`config.mk`:
```
export PLATFORM = sky130hd
export DESIGN_NAME = multicycle_controller
export DESIGN_NICKNAME = d
export VERILOG_FILES = /design/src/rtl/multicycle_controller.sv
export SDC_FILE = /design/constraint.sdc
export NUM_CORES = 1
export LEC_CHECK = 0
export ABC_AREA = 1
export CAP_MARGIN = 20
export CORE_MARGIN = 10
export CORE_UTILIZATION = 48
export DETAILED_ROUTE_END_ITERATION = 16
export PLACE_DENSITY = 0.8
export SYNTH_ARGS = -nofsm -noshare
export SYNTH_HDL_FRONTEND = slang
export SYNTH_SLANG_ARGS = --single-unit
```
`constraint.sdc`:
```
create_clock -name clk -period 2.4 [get_ports clk]
set_input_delay 0.6 -clock clk [delete_from_list [all_inputs] [get_ports clk]]
set_output_delay 0.6 -clock clk [all_outputs]
set_load 0.02 [all_outputs]
```
`src/rtl/multicycle_controller.sv`:
```
// multicycle_controller: multi-cycle datapath sequencer with halt, memory wait states and retire counter; optional CTRL_SINGLE_STEP_EN adds a step input gating FETCH
module multicycle_controller #(
  parameter int MEM_WAIT = 0,
  parameter int CNT_W    = 16
) (
  input  logic             clk,
  input  logic             rst,
`ifdef CTRL_SINGLE_STEP_EN
  input  logic             step,
`endif
  input  logic [5:0]       opcode,
  output logic [5:0]       ALUop,
  output logic [1:0]       PCControl,
  output logic             Call,
  output logic [1:0]       RegDst,
  output logic             ALUSrc1,
  output logic             ALUSrc2,
  output logic             RegWrite,
  output logic             SPWrite,
  output logic [1:0]       ZControl,
  output logic             MemToOut,
  output logic             PCUpdate,
  output logic             MemWrite,
  output logic             WriteDataSrc,
  output logic             SPUpdate,
  output logic [1:0]       ZControlSP,
  output logic             halted,
  output logic             illegal,
  output logic [CNT_W-1:0] instr_count
);
  typedef enum logic [2:0] {S_FETCH, S_DECODE, S_EXEC, S_MEM, S_WB, S_HALT} state_t;
  state_t           r_state, w_next;
  logic [5:0]       r_op;
  logic [3:0]       r_wait;
  logic             r_illegal;
  logic [CNT_W-1:0] r_count;
  logic w_r, w_i, w_ld, w_st, w_call, w_ret, w_push, w_pop, w_sp, w_mem;
  logic w_halt_in, w_legal_in, w_go;
  assign w_r        = r_op == 6'd0;
  assign w_i        = r_op == 6'd1;
  assign w_ld       = r_op == 6'd2;
  assign w_st       = r_op == 6'd3;
  assign w_call     = r_op == 6'd8;
  assign w_ret      = r_op == 6'd9;
  assign w_push     = r_op == 6'd10;
  assign w_pop      = r_op == 6'd11;
  assign w_sp       = w_call | w_ret | w_push | w_pop;
  assign w_mem      = w_ld | w_st | w_sp;
  assign w_halt_in  = opcode == 6'h3f;
  assign w_legal_in = opcode <= 6'd11;
`ifdef CTRL_SINGLE_STEP_EN
  assign w_go = step;
`else
  assign w_go = 1'b1;
`endif
  assign halted      = r_state == S_HALT;
  assign illegal     = r_illegal;
  assign instr_count = r_count;
  // State register, opcode latch, MEM wait countdown, sticky illegal flag and retire counter
  always_ff @(posedge clk or posedge rst) begin
    if (rst) begin
      r_state   <= S_FETCH;
      r_op      <= '0;
      r_wait    <= '0;
      r_illegal <= 1'b0;
      r_count   <= '0;
    end else begin
      r_state <= w_next;
      if (r_state == S_DECODE) r_op <= opcode;
      if (r_state == S_DECODE && !w_halt_in && !w_legal_in) r_illegal <= 1'b1;
      if (r_state == S_EXEC) r_wait <= 4'(MEM_WAIT);
      else if (r_state == S_MEM && r_wait != 4'd0) r_wait <= r_wait - 4'd1;
      if (r_state == S_WB) r_count <= r_count + CNT_W'(1);
    end
  end
  // Next-state selection; unknown opcodes and HALT park the machine until reset
  always_comb begin
    w_next = r_state;
    case (r_state)
      S_FETCH:  w_next = w_go ? S_DECODE : S_FETCH;
      S_DECODE: w_next = (w_halt_in || !w_legal_in) ? S_HALT : S_EXEC;
      S_EXEC:   w_next = w_mem ? S_MEM : S_WB;
      S_MEM:    w_next = (r_wait == 4'd0) ? S_WB : S_MEM;
      S_WB:     w_next = S_FETCH;
      default:  w_next = S_HALT;
    endcase
  end
  // Strobe decode from (state, latched opcode); PC clear is forced while reset is held
  always_comb begin
    ALUop        = '0;
    PCControl    = rst ? 2'b10 : 2'b00;
    Call         = 1'b0;
    RegDst       = 2'b00;
    ALUSrc1      = 1'b0;
    ALUSrc2      = 1'b0;
    RegWrite     = 1'b0;
    SPWrite      = 1'b0;
    ZControl     = 2'b00;
    MemToOut     = 1'b0;
    PCUpdate     = 1'b0;
    MemWrite     = 1'b0;
    WriteDataSrc = 1'b0;
    SPUpdate     = 1'b0;
    ZControlSP   = 2'b00;
    if (!rst) begin
      case (r_state)
        S_EXEC: begin
          ZControl   = 2'b10;
          ALUop      = r_op;
          ALUSrc2    = w_i | w_ld | w_st;
          ALUSrc1    = w_sp;
          SPUpdate   = w_ret | w_pop;
          ZControlSP = w_sp ? 2'b10 : 2'b00;
        end
        S_MEM: begin
          ZControl     = 2'b01;
          MemWrite     = (w_st | w_push | w_call) && r_wait == 4'd0;
          WriteDataSrc = w_call;
          Call         = w_call;
        end
        S_WB: begin
          PCControl  = 2'b01;
          RegDst     = w_r ? 2'b10 : (w_i | w_ld | w_pop) ? 2'b01 : 2'b00;
          RegWrite   = w_r | w_i | w_ld | w_pop;
          MemToOut   = w_r | w_i;
          ZControl   = w_r ? 2'b01 : 2'b00;
          SPWrite    = w_sp;
          ZControlSP = w_sp ? 2'b01 : 2'b00;
          Call       = w_call;
          PCUpdate   = w_ret;
        end
        default: ;
      endcase
    end
  end
endmodule

```
After elaboration in Yosys (flattened, before gate mapping)
Cells that the tools add are included.

word-level totals
  register bits = 30
  output and inout port bits = 42
  bits of input ports = 8
  logic and storage cells = 90

cells by class
  magnitude comparators = 1
  reductions and logical operators = 13
  equal/unequal tests = 13
  mux-type cells = 42
  bitwise operators = 14
  add/subtract/negate cells = 2

operator list
  cell                   number
  $eq 6x4->1 const B     4
  $mux 1                 23
  $mux 2                 9
  $add 16x1->16 const B  1
  $pmux 3 s5             1
  $or 1x1->1             14
  $eq 6x2->1 const B     2
  $mux 6                 2
  $mux 3                 3
  $mux 4                 2
  $eq 3x2->1 const B     2
  $eq 3x3->1 const B     2
  $eq 6x1->1 const B     1
  $eq 6x6->1 const B     1
  $le 6x4->1 const B     1
  $logic_not 6->1        1
  $pmux 2 s3             1
  $logic_and 1x1->1      4
  $logic_not 4->1        1
  $pmux 2 s2             1
  $reduce_bool 4->1      1
  $sub 4x1->4 const B    1
  $eq 3x1->1 const B     1
  $logic_not 3->1        1
  other kinds (4)        5

Logic depth before layout (Yosys ltp)
Gate-level depths: netlist of the first run.

  depth in word-level cells = 7
  depth in mapped cells = 8
  depth with buffers taken out = 8

Worst setup path before layout of the first run
No wires, ideal clock.

  path kind = input -> output
  start = input rst
  end = output Call
  data required time = 1800 ps
  stages = 3
  buffers on the path = 0
  data arrival time = 1832 ps
  setup slack = -32 ps
  cell sequence = inv_1 nand4_1 a21oi_1

between the ends
  word-level cells in the longest chain between the ends = 1

RTL lines
  what             RTL line  text
  start, declared  7         input logic rst,
  $mux 1           105       if (!rst) begin
  end, declared    14        output logic Call,

Every way passes these cells.

Worst setup path in the final report of the first run
  start = input rst
  end = output RegDst[1]

between the ends
  word-level cells in the longest chain between the ends = 1

RTL lines
  what           RTL line  text
  $mux 2         105
  end, declared  15        output logic [1:0] RegDst,

Every way passes these cells.

==> impl_metrics.ini, run 1 <==
[clocking]
path_clk_slew_ns = 0.06
root_buffer = clkbuf_8
h-tree-depth = 2
clock-sinks = 30
postCtsSetupBuffers = 0
numCtsBuffers = 5
cts_tree = done
worst_skew_pair.late_latency_ns = 0.28
clockBufferDepth = 2

[min_path]
holdCritPathClass = reg -> reg
min-delay-start = illegal$_DFFE_PP0P_

[worst_setup_path]
reg2reg_slack_ns = 0.80
cp_max_fo = 5
cpMaxStageDelayCell = dlygate4sd2_1
crit_family = buffers and inverters
required_ns = 1.80
critPathArrivalTime_ns = 1.71
crit_type = in -> out
end_kind = primary output
startpoint = rst
setup.worst_path.start_class = input port
cp_num_buf_inv = 4
crit_top_cell = dlygate4sd2_1
cpPeakStageDelay_ns = 0.33
reg2reg_from = r_state[1]$_DFF_PP0_
crit_chain = dlygate4sd2_1 > buf_4 > nor2_8 > nand4_1 > inv_1 > dlygate4sd2_1

[floorplanning]
die_w_um = 81.29
die_y_um = 81.29
core_area_mm2 = 0.003633
rows = 22
ioPinCount = 50
start_util_pct = 49.62
dieArea_mm2 = 0.006607

[pwr]
pwr-share-clk_pct = 43.6
comb_power_share_pct = 3.6
netSwitchingPower_uw = 206.3
p_int_uw = 751.8
power-per-cell-area_mw_per_mm2 = 384.6
p_sw_share_pct = 21.53
power_uw = 958.1
ir_worst_vdd_v = 0.0003185
p_seq_share_pct = 52.8
p_leak_uw = 0.001323

[grt]
antenna_found_initial = 0
overflow = 0
first_global_vias = 1657
grt_use_total_pct = 13.36
grt_max_degree = 31
grt_pass1_wl_um = 7051

[job]
maxCapViolations = 0

[finish]
fin_cells = 357
drive_above_1_share_pct = 14.24
final_nets = 318
final_cell_mix = nand2_1 (59), nor2_1 (35), inv_1 (31), dfrtp_1 (30), clkdlybuf4s50_1 (24)
area_delta_synth_final_pct = 38.17
layout_commonest_cell = nand2_1
antennaDiodeCount = 0
fillers = 322
fin_area_mm2 = 0.002491

[timing]
slew_headroom_pct = 74.27
worst_slew_pin_slew_ns = 0.3860
setup_viol = 0
finalMaxSlewViolations = 0
timing.fmax_mhz = 433.0
period_needed_ns = 2.309
fin_skew_ns = 0.006735
rsz0062_at_grt = no
timing.final.crit_share_pct = 96.22
fin_ws_ns = 0.09074
hold_violations = 0
holdWs_ns = 0.4625

[synth]
ys_seq_elements = 30
synth-compound-area-share_pct = 7.078
yosysSeqAreaShare_pct = 41.64
syn_area_mm2 = 0.001803
synthXorXnorAreaFrac_pct = 4.858
synth_cells = 243
muxShareOfSynthArea_pct = 0
synth_nets = 253
synth_top_family_by_area = simple AND/OR/NAND/NOR gates
ys.flop_type = dfrtp_1
synthSimpleGateAreaFrac_pct = 36.09
synthAdderAreaFrac_pct = 1.388
avgSynthCellArea_um2 = 7.420
synth_edf_count = 0
synth.distinct_cells = 30
async_flop_share_pct = 100.0
yosysWarnings = 0

[drt]
wl_per_cell_um = 12.03
highest_layer = met4
met1_length_um = 1776
ant_nets = 0
vias_per_cell = 4.866
drcViolationCount = 0
via_count = 1737
wl_met3_um = 320
wl_met2_um = 2129
first_iter_violations = 91
finalWirelength_um = 4294
firstDrtPassIters = 4

[placement]
dpl.cell_count = 349
place_congestion = 0.8434
hpwl_um = 3448
io_buffers = 49
pre_cts_slack_ns = -0.4821
dpl-instance-area_mm2 = 0.002421

[outcome]
status = complete, no violations
[worst register-to-register path: stages (launching register included)]
cell	delay (ns)
dfrtp_1	0.45
nor2_2	0.17
nand2_2	0.13
buf_4	0.22
nor2_2	0.16
nand3_1	0.16
o21ai_1	0.15
nand2_1	0.06
[registers in the layout, indices dropped and copies added, names as in the netlist]
signal and flops:
illegal 1, instr_count 16, r_op 6, r_state 3, r_wait 4
[logic make-up after synthesis]
group                      after synthesis
adders and majority gates                2
and+or+nand+nor                        139
buffers and inverters                   39
AOI/OAI and AO/OA                       23
xor gates and xnor gates                10
DFF                                     30
[routing by layer]
metal	vias to the layer above	GRT usage, %
met5	-	0
met4	0	5.709
met2	42	24.33
met1	794	13.80
li1	894	-
met3	7	4.084
[area by class of cell]
class | count | area (um^2) | share of cell area, %
tap | 48 | 60.06 | 2.411
sequential | 30 | 750.7 | 30.14
multi-input combinational | 174 | 905.9 | 36.36
timing repair buffer | 61 | 544.3 | 21.85
inverter | 36 | 138.9 | 5.575
clock inverter | 1 | 5.005 | 0.2009
clock buffer | 7 | 86.33 | 3.466
[power by group through the flow]
stage,clock [uW],combinational [uW],sequential (uW)
finish,418,34.7,506
global route,450,38.7,505
CTS,430,35.6,506
detailed placement,0,36.1,515
global placement,0,35.5,515
floorplan,0,12.7,515
[cell usage after synthesis, drive strengths merged (2+ instances only)]
master / number / area, um^2
nor2: 44 / 212.7
a21oi: 4 / 20.02
o21ai: 15 / 78.82
nand3b: 2 / 15.01
xnor2: 2 / 17.52
inv: 36 / 135.1
dfrtp: 30 / 750.7
xor2: 8 / 70.07
nand3: 18 / 95.09
buf: 3 / 26.27
ha: 2 / 25.02
nand2: 61 / 231.5
nor3: 7 / 45.04
nand4: 6 / 43.79
[metrics by stage]
stage / util [%] / setup TNS (ns)
2_1_floorplan: - / 0
3_3_place_gp: 66.63 / -8.110
3_5_place_dp: 66.63 / -8.803
4_1_cts: 68.63 / 0
5_1_grt: 68.56 / 0
6_report: 68.56 / 0
[timing repair]
action                                  4_1_cts  5_1_grt
endpoints found under the setup margin       24       13
gates resized for setup                      29       13
hold buffers                                  0        0
[final timing paths]
check,end,depth (start not counted)
setup reg to reg,instr_count[11]$_DFFE_PP0N_,7
setup / recovery,RegDst[1],6
hold reg to reg,illegal$_DFFE_PP0P_,1
hold / removal,illegal$_DFFE_PP0P_,1
max in group asynchronous,instr_count[14]$_DFFE_PP0N_,3
min in group asynchronous,instr_count[15]$_DFFE_PP0N_,3
No activity file was read; power rests on OpenSTA's default activity.
==> run 2, diff against run 1 <==
--- a/config.mk
+++ b/config.mk
@@ -11,6 +11,7 @@
 export CORE_UTILIZATION = 48
 export DETAILED_ROUTE_END_ITERATION = 16
 export PLACE_DENSITY = 0.8
+export SLEW_MARGIN = 20
 export SYNTH_ARGS = -nofsm -noshare
 export SYNTH_HDL_FRONTEND = slang
 export SYNTH_SLANG_ARGS = --single-unit
==> results of run 2 <==
Same layout as run 1: the final DEF is identical, and so are final timing and power.
